==> config.mk <==
export PLATFORM = sky130hd
export DESIGN_NAME = uart_rx_ctrl_flat
export DESIGN_NICKNAME = d
export VERILOG_FILES = /design/src/rtl/uart_rx_ctrl_if.sv /design/src/rtl/uart_rx_ctrl.sv /design/src/flat_wrapper.sv
export SDC_FILE = /design/constraint.sdc
export NUM_CORES = 1
export LEC_CHECK = 0
export ABC_AREA = 0
export ABC_CLOCK_PERIOD_IN_PS = 3400
export BUFFER_PORTS_ARGS = -buffer_cell sky130_fd_sc_hd__buf_2
export CORE_ASPECT_RATIO = 1.75
export CORE_MARGIN = 1
export CORE_UTILIZATION = 41
export CTS_BUF_LIST = sky130_fd_sc_hd__clkbuf_4
export DETAILED_ROUTE_END_ITERATION = 10
export GPL_ROUTABILITY_DRIVEN = 0
export PLACE_DENSITY = 0.59
export SYNTH_ARGS = -nofsm -noshare
export SYNTH_HDL_FRONTEND = slang
export SYNTH_SLANG_ARGS = --single-unit
==> constraint.sdc <==
create_clock -name clk -period 3.4 [get_ports clk]
set_input_delay 0.68 -clock clk [delete_from_list [all_inputs] [get_ports clk]]
set_output_delay 0.68 -clock clk [all_outputs]
set_load 0.1 [all_outputs]
==> src/rtl/uart_rx_ctrl_if.sv <==
// Host-side bus of the UART receive controller: receiver byte strobes in,
// pop handshake and status/interrupt out.
// master = receiver/host side, slave = uart_rx_ctrl.
interface uart_rx_ctrl_if #(
    parameter int unsigned DEPTH = 16
);
    localparam int unsigned LW = $clog2(DEPTH) + 1;

    logic          en;
    logic [7:0]    rx_data;
    logic          rx_we;
    logic          rd;
    logic          flush;
    logic          clr_ovr;
    logic [7:0]    rd_data;
    logic          rd_valid;
    logic [LW-1:0] level;
    logic          empty;
    logic          full;
    logic          overrun;
    logic          timeout;
    logic          irq;

    modport master (
        output en, rx_data, rx_we, rd, flush, clr_ovr,
        input  rd_data, rd_valid, level, empty, full, overrun, timeout, irq
    );

    modport slave (
        input  en, rx_data, rx_we, rd, flush, clr_ovr,
        output rd_data, rd_valid, level, empty, full, overrun, timeout, irq
    );
endinterface

==> src/rtl/uart_rx_ctrl.sv <==
// UART receive controller: buffers receiver bytes in a DEPTH-entry FIFO, serves
// host pops, tracks overrun and fill level, and raises a registered interrupt.
// Optional idle-character timeout is built when UART_RX_CTRL_TIMEOUT_EN is defined;
// otherwise timeout is tied to 0 and TIMEOUT is unused.
module uart_rx_ctrl #(
    parameter int unsigned DEPTH   = 16,
    parameter int unsigned THRESH  = 8,
    parameter int unsigned TIMEOUT = 4096
) (
    input logic           clk,
    input logic           rst,
    uart_rx_ctrl_if.slave bus
);
    localparam int unsigned AW = $clog2(DEPTH);
    localparam int unsigned LW = AW + 1;

    logic [7:0]    mem [DEPTH];
    logic [AW-1:0] wr_ptr;
    logic [AW-1:0] rd_ptr;
    logic [LW-1:0] level_q;
    logic [LW-1:0] level_nxt;
    logic [7:0]    rd_data_q;
    logic          rd_valid_q;
    logic          overrun_q;
    logic          irq_q;
    logic          timeout_q;
    logic          empty;
    logic          full;
    logic          pop;
    logic          push;
    logic          drop;

    assign empty = (level_q == '0);
    assign full  = (level_q == LW'(DEPTH));
    assign pop   = bus.rd & ~empty;
    // A pop in the same cycle frees a slot, so a full FIFO can still accept.
    assign push  = bus.en & bus.rx_we & (~full | pop);
    assign drop  = bus.en & bus.rx_we & full & ~pop & ~bus.flush;

    // Next fill level; flush wins over any push/pop.
    always_comb begin
        level_nxt = level_q;
        if (bus.flush) begin
            level_nxt = '0;
        end else if (push && !pop) begin
            level_nxt = level_q + 1'b1;
        end else if (pop && !push) begin
            level_nxt = level_q - 1'b1;
        end
    end

    // Storage array; no reset needed, contents are qualified by level.
    always_ff @(posedge clk) begin
        if (push && !bus.flush) begin
            mem[wr_ptr] <= bus.rx_data;
        end
    end

    // Pointers, level, pop data and sticky overrun.
    always_ff @(posedge clk or posedge rst) begin
        if (rst) begin
            wr_ptr     <= '0;
            rd_ptr     <= '0;
            level_q    <= '0;
            rd_data_q  <= 8'h00;
            rd_valid_q <= 1'b0;
            overrun_q  <= 1'b0;
        end else begin
            rd_valid_q <= 1'b0;
            level_q    <= level_nxt;
            if (bus.flush) begin
                wr_ptr <= '0;
                rd_ptr <= '0;
            end else begin
                if (push) begin
                    wr_ptr <= wr_ptr + 1'b1;
                end
                if (pop) begin
                    rd_ptr     <= rd_ptr + 1'b1;
                    rd_data_q  <= mem[rd_ptr];
                    rd_valid_q <= 1'b1;
                end
            end
            // Set beats clear when both happen together.
            if (drop) begin
                overrun_q <= 1'b1;
            end else if (bus.clr_ovr) begin
                overrun_q <= 1'b0;
            end
        end
    end

`ifdef UART_RX_CTRL_TIMEOUT_EN
    localparam int unsigned CW = $clog2(TIMEOUT);

    typedef enum logic [1:0] {StIdle, StCount, StExpired} to_state_t;

    to_state_t     to_state;
    logic [CW-1:0] idle_cnt;

    // Idle-character timeout FSM; timeout_q is registered alongside the state.
    always_ff @(posedge clk or posedge rst) begin
        if (rst) begin
            to_state  <= StIdle;
            idle_cnt  <= '0;
            timeout_q <= 1'b0;
        end else if (bus.flush) begin
            to_state  <= StIdle;
            idle_cnt  <= '0;
            timeout_q <= 1'b0;
        end else begin
            unique case (to_state)
                StIdle: begin
                    if (push) begin
                        to_state <= StCount;
                        idle_cnt <= '0;
                    end
                end
                StCount: begin
                    if (push || pop) begin
                        idle_cnt <= '0;
                        if (level_nxt == '0) begin
                            to_state <= StIdle;
                        end
                    end else if (idle_cnt == CW'(TIMEOUT - 1)) begin
                        to_state  <= StExpired;
                        timeout_q <= 1'b1;
                    end else begin
                        idle_cnt <= idle_cnt + 1'b1;
                    end
                end
                StExpired: begin
                    if (push || pop) begin
                        idle_cnt  <= '0;
                        timeout_q <= 1'b0;
                        to_state  <= (level_nxt == '0) ? StIdle : StCount;
                    end
                end
                default: begin
                    to_state  <= StIdle;
                    idle_cnt  <= '0;
                    timeout_q <= 1'b0;
                end
            endcase
        end
    end
`else
    logic unused_timeout;
    assign unused_timeout = ^TIMEOUT;
    assign timeout_q      = 1'b0;
`endif

    // Interrupt is registered from the current level/timeout registers.
    always_ff @(posedge clk or posedge rst) begin
        if (rst) begin
            irq_q <= 1'b0;
        end else begin
            irq_q <= (level_q >= LW'(THRESH)) | timeout_q;
        end
    end

    assign bus.rd_data  = rd_data_q;
    assign bus.rd_valid = rd_valid_q;
    assign bus.level    = level_q;
    assign bus.empty    = empty;
    assign bus.full     = full;
    assign bus.overrun  = overrun_q;
    assign bus.timeout  = timeout_q;
    assign bus.irq      = irq_q;
endmodule

==> src/flat_wrapper.sv <==
// flat-port wrapper written by rule: the top's interface ports become plain ports
module uart_rx_ctrl_flat 
#(
    parameter int unsigned DEPTH   = 16,
    parameter int unsigned THRESH  = 8,
    parameter int unsigned TIMEOUT = 4096
)
  (clk, rst, bus_en, bus_rx_data, bus_rx_we, bus_rd, bus_flush, bus_clr_ovr, bus_rd_data, bus_rd_valid, bus_level, bus_empty, bus_full, bus_overrun, bus_timeout, bus_irq);
  uart_rx_ctrl_if #(.DEPTH(DEPTH)) bus_i ();
  input logic clk;
  input logic rst;
  input wire logic [$bits(bus_i.en)-1:0] bus_en;
  input wire logic [$bits(bus_i.rx_data)-1:0] bus_rx_data;
  input wire logic [$bits(bus_i.rx_we)-1:0] bus_rx_we;
  input wire logic [$bits(bus_i.rd)-1:0] bus_rd;
  input wire logic [$bits(bus_i.flush)-1:0] bus_flush;
  input wire logic [$bits(bus_i.clr_ovr)-1:0] bus_clr_ovr;
  output wire logic [$bits(bus_i.rd_data)-1:0] bus_rd_data;
  output wire logic [$bits(bus_i.rd_valid)-1:0] bus_rd_valid;
  output wire logic [$bits(bus_i.level)-1:0] bus_level;
  output wire logic [$bits(bus_i.empty)-1:0] bus_empty;
  output wire logic [$bits(bus_i.full)-1:0] bus_full;
  output wire logic [$bits(bus_i.overrun)-1:0] bus_overrun;
  output wire logic [$bits(bus_i.timeout)-1:0] bus_timeout;
  output wire logic [$bits(bus_i.irq)-1:0] bus_irq;
  assign bus_i.en = bus_en;
  assign bus_i.rx_data = bus_rx_data;
  assign bus_i.rx_we = bus_rx_we;
  assign bus_i.rd = bus_rd;
  assign bus_i.flush = bus_flush;
  assign bus_i.clr_ovr = bus_clr_ovr;
  assign bus_rd_data = bus_i.rd_data;
  assign bus_rd_valid = bus_i.rd_valid;
  assign bus_level = bus_i.level;
  assign bus_empty = bus_i.empty;
  assign bus_full = bus_i.full;
  assign bus_overrun = bus_i.overrun;
  assign bus_timeout = bus_i.timeout;
  assign bus_irq = bus_i.irq;
  uart_rx_ctrl #(.DEPTH(DEPTH), .THRESH(THRESH), .TIMEOUT(TIMEOUT)) u_core (.clk(clk), .rst(rst), .bus(bus_i));
endmodule
======== After elaboration in Yosys (flattened, before gate mapping) ========
Memory sizes are Yosys's and may differ from the RTL's. A register that Yosys moved wholly into a read port is not among the register bits.
Cells that the tools add are included.
storage, ports and cells
  register bits ........................... 16
  bits in writable memories ............... 128
  input port bits ......................... 15
  output and inout port bits .............. 19
  logic and storage cells ................. 49
  memories kept ........................... 1
memories
  name        words  bits a word  read ports  clocked after Yosys merged registers in  write ports  RTL line            RTL
  u_core.mem  16     8            1           1                                        1            uart_rx_ctrl.sv:17  logic [7:0] mem [DEPTH];
operators by class
  add/sub/neg operators ................... 4
  order comparisons ....................... 1
  equal/unequal tests ..................... 1
  muxes and demuxes ....................... 13
  bitwise logic cells ..................... 11
  reduce and logical (&&, ||, !) cells .... 12
operator list
  kind                                                  count
  two-way mux 4 bit                                     4
  two-way mux 5 bit                                     3
  adder 4 x 1 -> 4 bit (second input constant)          2
  AND 1 bit                                             6
  two-way mux 1 bit                                     6
  nonzero test 2 bit                                    3
  adder 5 x 1 -> 5 bit (second input constant)          1
  equality test 5 bit (second input constant)           1
  >= comparator 5 x 4 -> 1 bit (second input constant)  1
  logical NOT 5 bit                                     1
  subtractor 5 x 1 -> 5 bit (second input constant)     1
  NOT 1 bit                                             4
  logical AND 1 bit                                     3
  logical NOT 1 bit                                     3
  nonzero test 3 bit                                    1
  AND reduction 2 bit                                   1
  bitwise OR 1 bit                                      1

======== Longest topological paths before layout ========
  depth after elaboration ................. 10
  mapped depth ............................ 8

======== Least setup slack after synthesis ========
OpenSTA, ideal clock, no wires.
  path kind ............................... register to output
  from .................................... reg u_core.level_q[0] (netlist: u_core.bus.level[0])
  to ...................................... out bus_empty
  data arrival time ....................... 2.846 ns
  required time ........................... 2.720 ns
  setup slack ............................. -0.126 ns
  stages on the path, launching flop included .. 4
  path buffers ............................ 1
  path through ............................ dfrtp_1 or4_1 buf_6 nor2_1
on the way
  cells in the longest elaborated chain, start to end .. 1
ends and longest elaborated chain
  what                    RTL line            RTL
  from (decl)             uart_rx_ctrl.sv:20  logic [LW-1:0] level_q;
  from (signal assigned)  uart_rx_ctrl.sv:70  level_q <= level_nxt;
  logical NOT 5 bit       uart_rx_ctrl.sv:33  assign empty = (level_q == '0);
  to (decl)               flat_wrapper.sv:21  output wire logic [$bits(bus_i.empty)-1:0] bus_empty;
No other way between the ends.

======== Worst setup path after layout ========
  from .................................... reg u_core.level_q[2] (netlist: u_core.bus.level[2])
  to ...................................... out bus_empty
Same word-level chain as after synthesis.

==> flow_summary.ini <==
[power]
worst_ir_drop_vdd_uv = 412
p_per_area_nw_per_um2 = 656
cell_internal_pwr_mw = 2.80
switching_power_as_a_share_of_total_power_pct = 39.2
seq_power_share_pct = 48.0
power_switching_mw = 1.81
power_leakage_nw = 2.38
share_comb_of_total_power_pct = 27.9
clock_power_share_pct = 24.0

[logic_synthesis]
share_of_async_settable_or_async_resettable_flops_after_synthesis_pct = 15.8
synth_edf_count = 128
synth_sequential_area_ratio_pct = 71.0
synth_warnings = 0
netlist_top_cells_area = sky130_fd_sc_hd__edfxtp_1, sky130_fd_sc_hd__mux4_2, sky130_fd_sc_hd__dfrtp_1, sky130_fd_sc_hd__mux2i_1, sky130_fd_sc_hd__ha_1
synth_fp_nets = 370
number_of_flip_flops_and_latches_in_the_synthesized_netlist = 152
syn-instance-count = 345
synthesis.area_per_instance_sq_um = 18.1
yosysTopAreaCellShare_pct = 61.4
syn-cell-area_sq_um = 6260
netlist_cell_types = 42
synthDominantAreaCellType = sky130_fd_sc_hd__edfxtp_1
dominantRegCellSynth = sky130_fd_sc_hd__edfxtp_1

[die]
rows = 59
io-pin-count = 34
fp.dieArea_sq_um = 15800
die_w_microns = 95.4
design.core.area_sq_um = 14900
chipHeight_microns = 165
initial_core_util_pct = 42.0

[sta]
final_skew_ns = 0.0260
period_needed_ns = 3.06
timing.slew.headroom_pct = 34.8
whs_ns = 0.301
tightestPinTransition_ns = 0.977
report.final.slew_viol_count = 0
totalNegativeSetupSlack_ns = 0
hold_violations = 0
highest_attainable_clock_frequency_mhz = 327
share_of_the_clock_period_used_by_the_worst_path_pct = 90.0
rsz0062_at_grt = false
final-setup-viol-count = 0

[grt]
grt_first_pass_wirelength_microns = 19000
grt_max_degree = 25
grt-ovfl-total = 0
grt_use_total_pct = 17.3
number_of_global_route_vias_before_repair = 3334
initial_antenna_violation_count = 1

[route]
route.antenna.remaining_nets = 0
drt_drc_violations_left = 0
dr.first_iter.drc_count = 176
viasPerCell = 5.44
dr.pass1.iters = 6
drt_wl_total_microns = 12600
routedWlPerCell_microns = 21.1
routed-via-count = 3250

[clock_tree]
cts_htree_levels = 4
ctsHoldBuffers = 0
cts.reportedPaths.clkPinSlew_ns = 0.15
cts_inserted_buffers = 17
clock-sinks = 152
worstSkewPairLatency_ns = 0.54
cts.repair_timing.setup_buffer_count = 0
cts_tree = done
clockRootBuffer = sky130_fd_sc_hd__clkbuf_4
ctsLongestPathBuffers = 2
postCtsResizedCells = 0

[critical_path]
regToRegStartpoint = u_core.bus.level[2]$_DFFE_PP0P_
timing.critical_path.to_type = primary output
data_arrival_time_of_the_critical_path_ns = 2.38
crit_path_start_kind = flip-flop
worstSetupPathType = flip-flop to primary output
worstSetupStartpoint = u_core.bus.level[2]$_DFFE_PP0P_
crit_path_max_fanout = 8
cp.required_ns = 2.72

[layout]
most_used_cells_in_the_layout_excluding_fill_and_tap_cells = sky130_fd_sc_hd__edfxtp_1, sky130_fd_sc_hd__mux4_2, sky130_fd_sc_hd__buf_2
synthToLayoutAreaGrowth_pct = 12.3
multi_input_area_sq_um = 1700
stdcell_count = 597
final_common_cell = sky130_fd_sc_hd__edfxtp_1
design_area_sq_um = 7030
final_layout_size_suffix_gt1_share_pct = 30.3
net_count_reported_at_finish = 425
final-seq-area_sq_um = 4450
fill_cells = 1317

[placed_design]
placement_stage_cell_area_sq_um = 6740
cell_count_post_placement = 564
port_buffer_cells = 32
detailed_place_hpwl_microns = 8670

[hold_path]
worstHoldPathType = primary input to flip-flop
timing.hold.worst.start = bus_clr_ovr

[run]
maxCapViolations = 0

[status]
outcome = finished, final reports clean
==> cell usage after synthesis, types with 2 or more instances <==
library cell               count
sky130_fd_sc_hd__ha_1          9
sky130_fd_sc_hd__xnor2_1       4
sky130_fd_sc_hd__xor2_1        2
sky130_fd_sc_hd__nor3_1        5
sky130_fd_sc_hd__a211oi_1      4
sky130_fd_sc_hd__nand2_1      16
sky130_fd_sc_hd__buf_2         5
sky130_fd_sc_hd__mux2_1        4
sky130_fd_sc_hd__clkbuf_1     10
sky130_fd_sc_hd__nand3_1       5
sky130_fd_sc_hd__o221ai_1      8
sky130_fd_sc_hd__edfxtp_1    128
sky130_fd_sc_hd__dfrtp_1      24
sky130_fd_sc_hd__o211ai_1      2
sky130_fd_sc_hd__or4_1         2
sky130_fd_sc_hd__mux2i_1      19
sky130_fd_sc_hd__nor2b_1       3
sky130_fd_sc_hd__nor2_1       24
sky130_fd_sc_hd__mux4_2       32
sky130_fd_sc_hd__a21o_1        2
sky130_fd_sc_hd__nand2b_1      4
sky130_fd_sc_hd__a21oi_1       8
sky130_fd_sc_hd__inv_1         6
==> metrics by stage <==
stage	power (mW)	util, %	setup WS, ns
6_report	4.61	47.2	0.339
5_1_grt	4.81	47.2	0.158
2_1_floorplan	3.31	-	-0.126
3_3_place_gp	3.53	45.2	0.746
4_1_cts	4.66	47.1	0.256
3_5_place_dp	3.56	45.2	0.688
==> cell families (layout without fill, tap and decap cells) <==
kind of cell,after synthesis,count (layout),synth area share [%]
multiplexers,55,55,15.3
other,1,2,0.0599
XOR/XNOR,6,6,0.839
adder cells (fa/ha/maj),10,10,2.12
AO/OA/AOI/OAI,33,33,4.40
AND/OR/NAND/NOR,63,63,4.54
buffers and inverters,25,93,1.78
flip-flops,152,152,71.0
==> critical path, cell delays in order (launching register included) <==
cell and delay [ns]:
sky130_fd_sc_hd__dfrtp_1 0.49, sky130_fd_sc_hd__or4_1 0.73, sky130_fd_sc_hd__nor2_1 0.18, sky130_fd_sc_hd__buf_2 0.44
==> sequential cells by signal, indices dropped and copies added, names as in the netlist <==
| signal | cells |
|---|---|
| u_core.bus.irq | 1 |
| u_core.bus.level | 5 |
| u_core.bus.overrun | 1 |
| u_core.bus.rd_data | 8 |
| u_core.bus.rd_valid | 1 |
| u_core.mem | 128 |
| u_core.rd_ptr | 4 |
| u_core.wr_ptr | 4 |
==> routing by layer <==
layer	share of wire [%]	GRT usage [%]	up-vias
li1	-	-	1482
met1	39	19.2	1690
met2	57	31.6	65
met3	2.6	3.75	13
met4	1.9	6.65	0
met5	0	0	-
==> layout make-up <==
cell class / count / share of cell area, %
Inverter: 7 / 0.374
Tap cell: 183 / 3.26
Clock buffer: 18 / 1.92
Sequential cell: 152 / 63.2
Multi-Input combinational cell: 168 / 24.2
Clock inverter: 14 / 2.15
Timing Repair Buffer: 54 / 4.80
Antenna cell: 1 / 0.0356
==> power by group through the flow <==
stage,combinational (mW),clock [mW],sequential [mW]
2_1_floorplan,0.519,0,2.79
3_3_place_gp,1.28,0,2.25
3_5_place_dp,1.30,0,2.26
4_1_cts,1.30,1.14,2.22
5_1_grt,1.36,1.21,2.23
6_report,1.29,1.11,2.22
==> final timing paths <==
kind | end | slack [ns] | cells past startpoint
worst max-delay path | bus_empty | 0.34 | 3
max in group asynchronous | u_core.rd_ptr[2]$_DFFE_PP0P_ | 2.41 | 2
worst max register to register | u_core.bus.level[4]$_DFFE_PP0P_ | 0.65 | 7
worst min-delay path | u_core.bus.overrun$_DFFE_PP0P_ | 0.30 | 2
min in group asynchronous | u_core.bus.rd_valid$_DFF_PP0_ | 0.34 | 2
worst min register to register | u_core.bus.rd_data[1]$_DFFE_PP0P_ | 0.51 | 2
No activity file was read; power rests on OpenSTA's default activity.
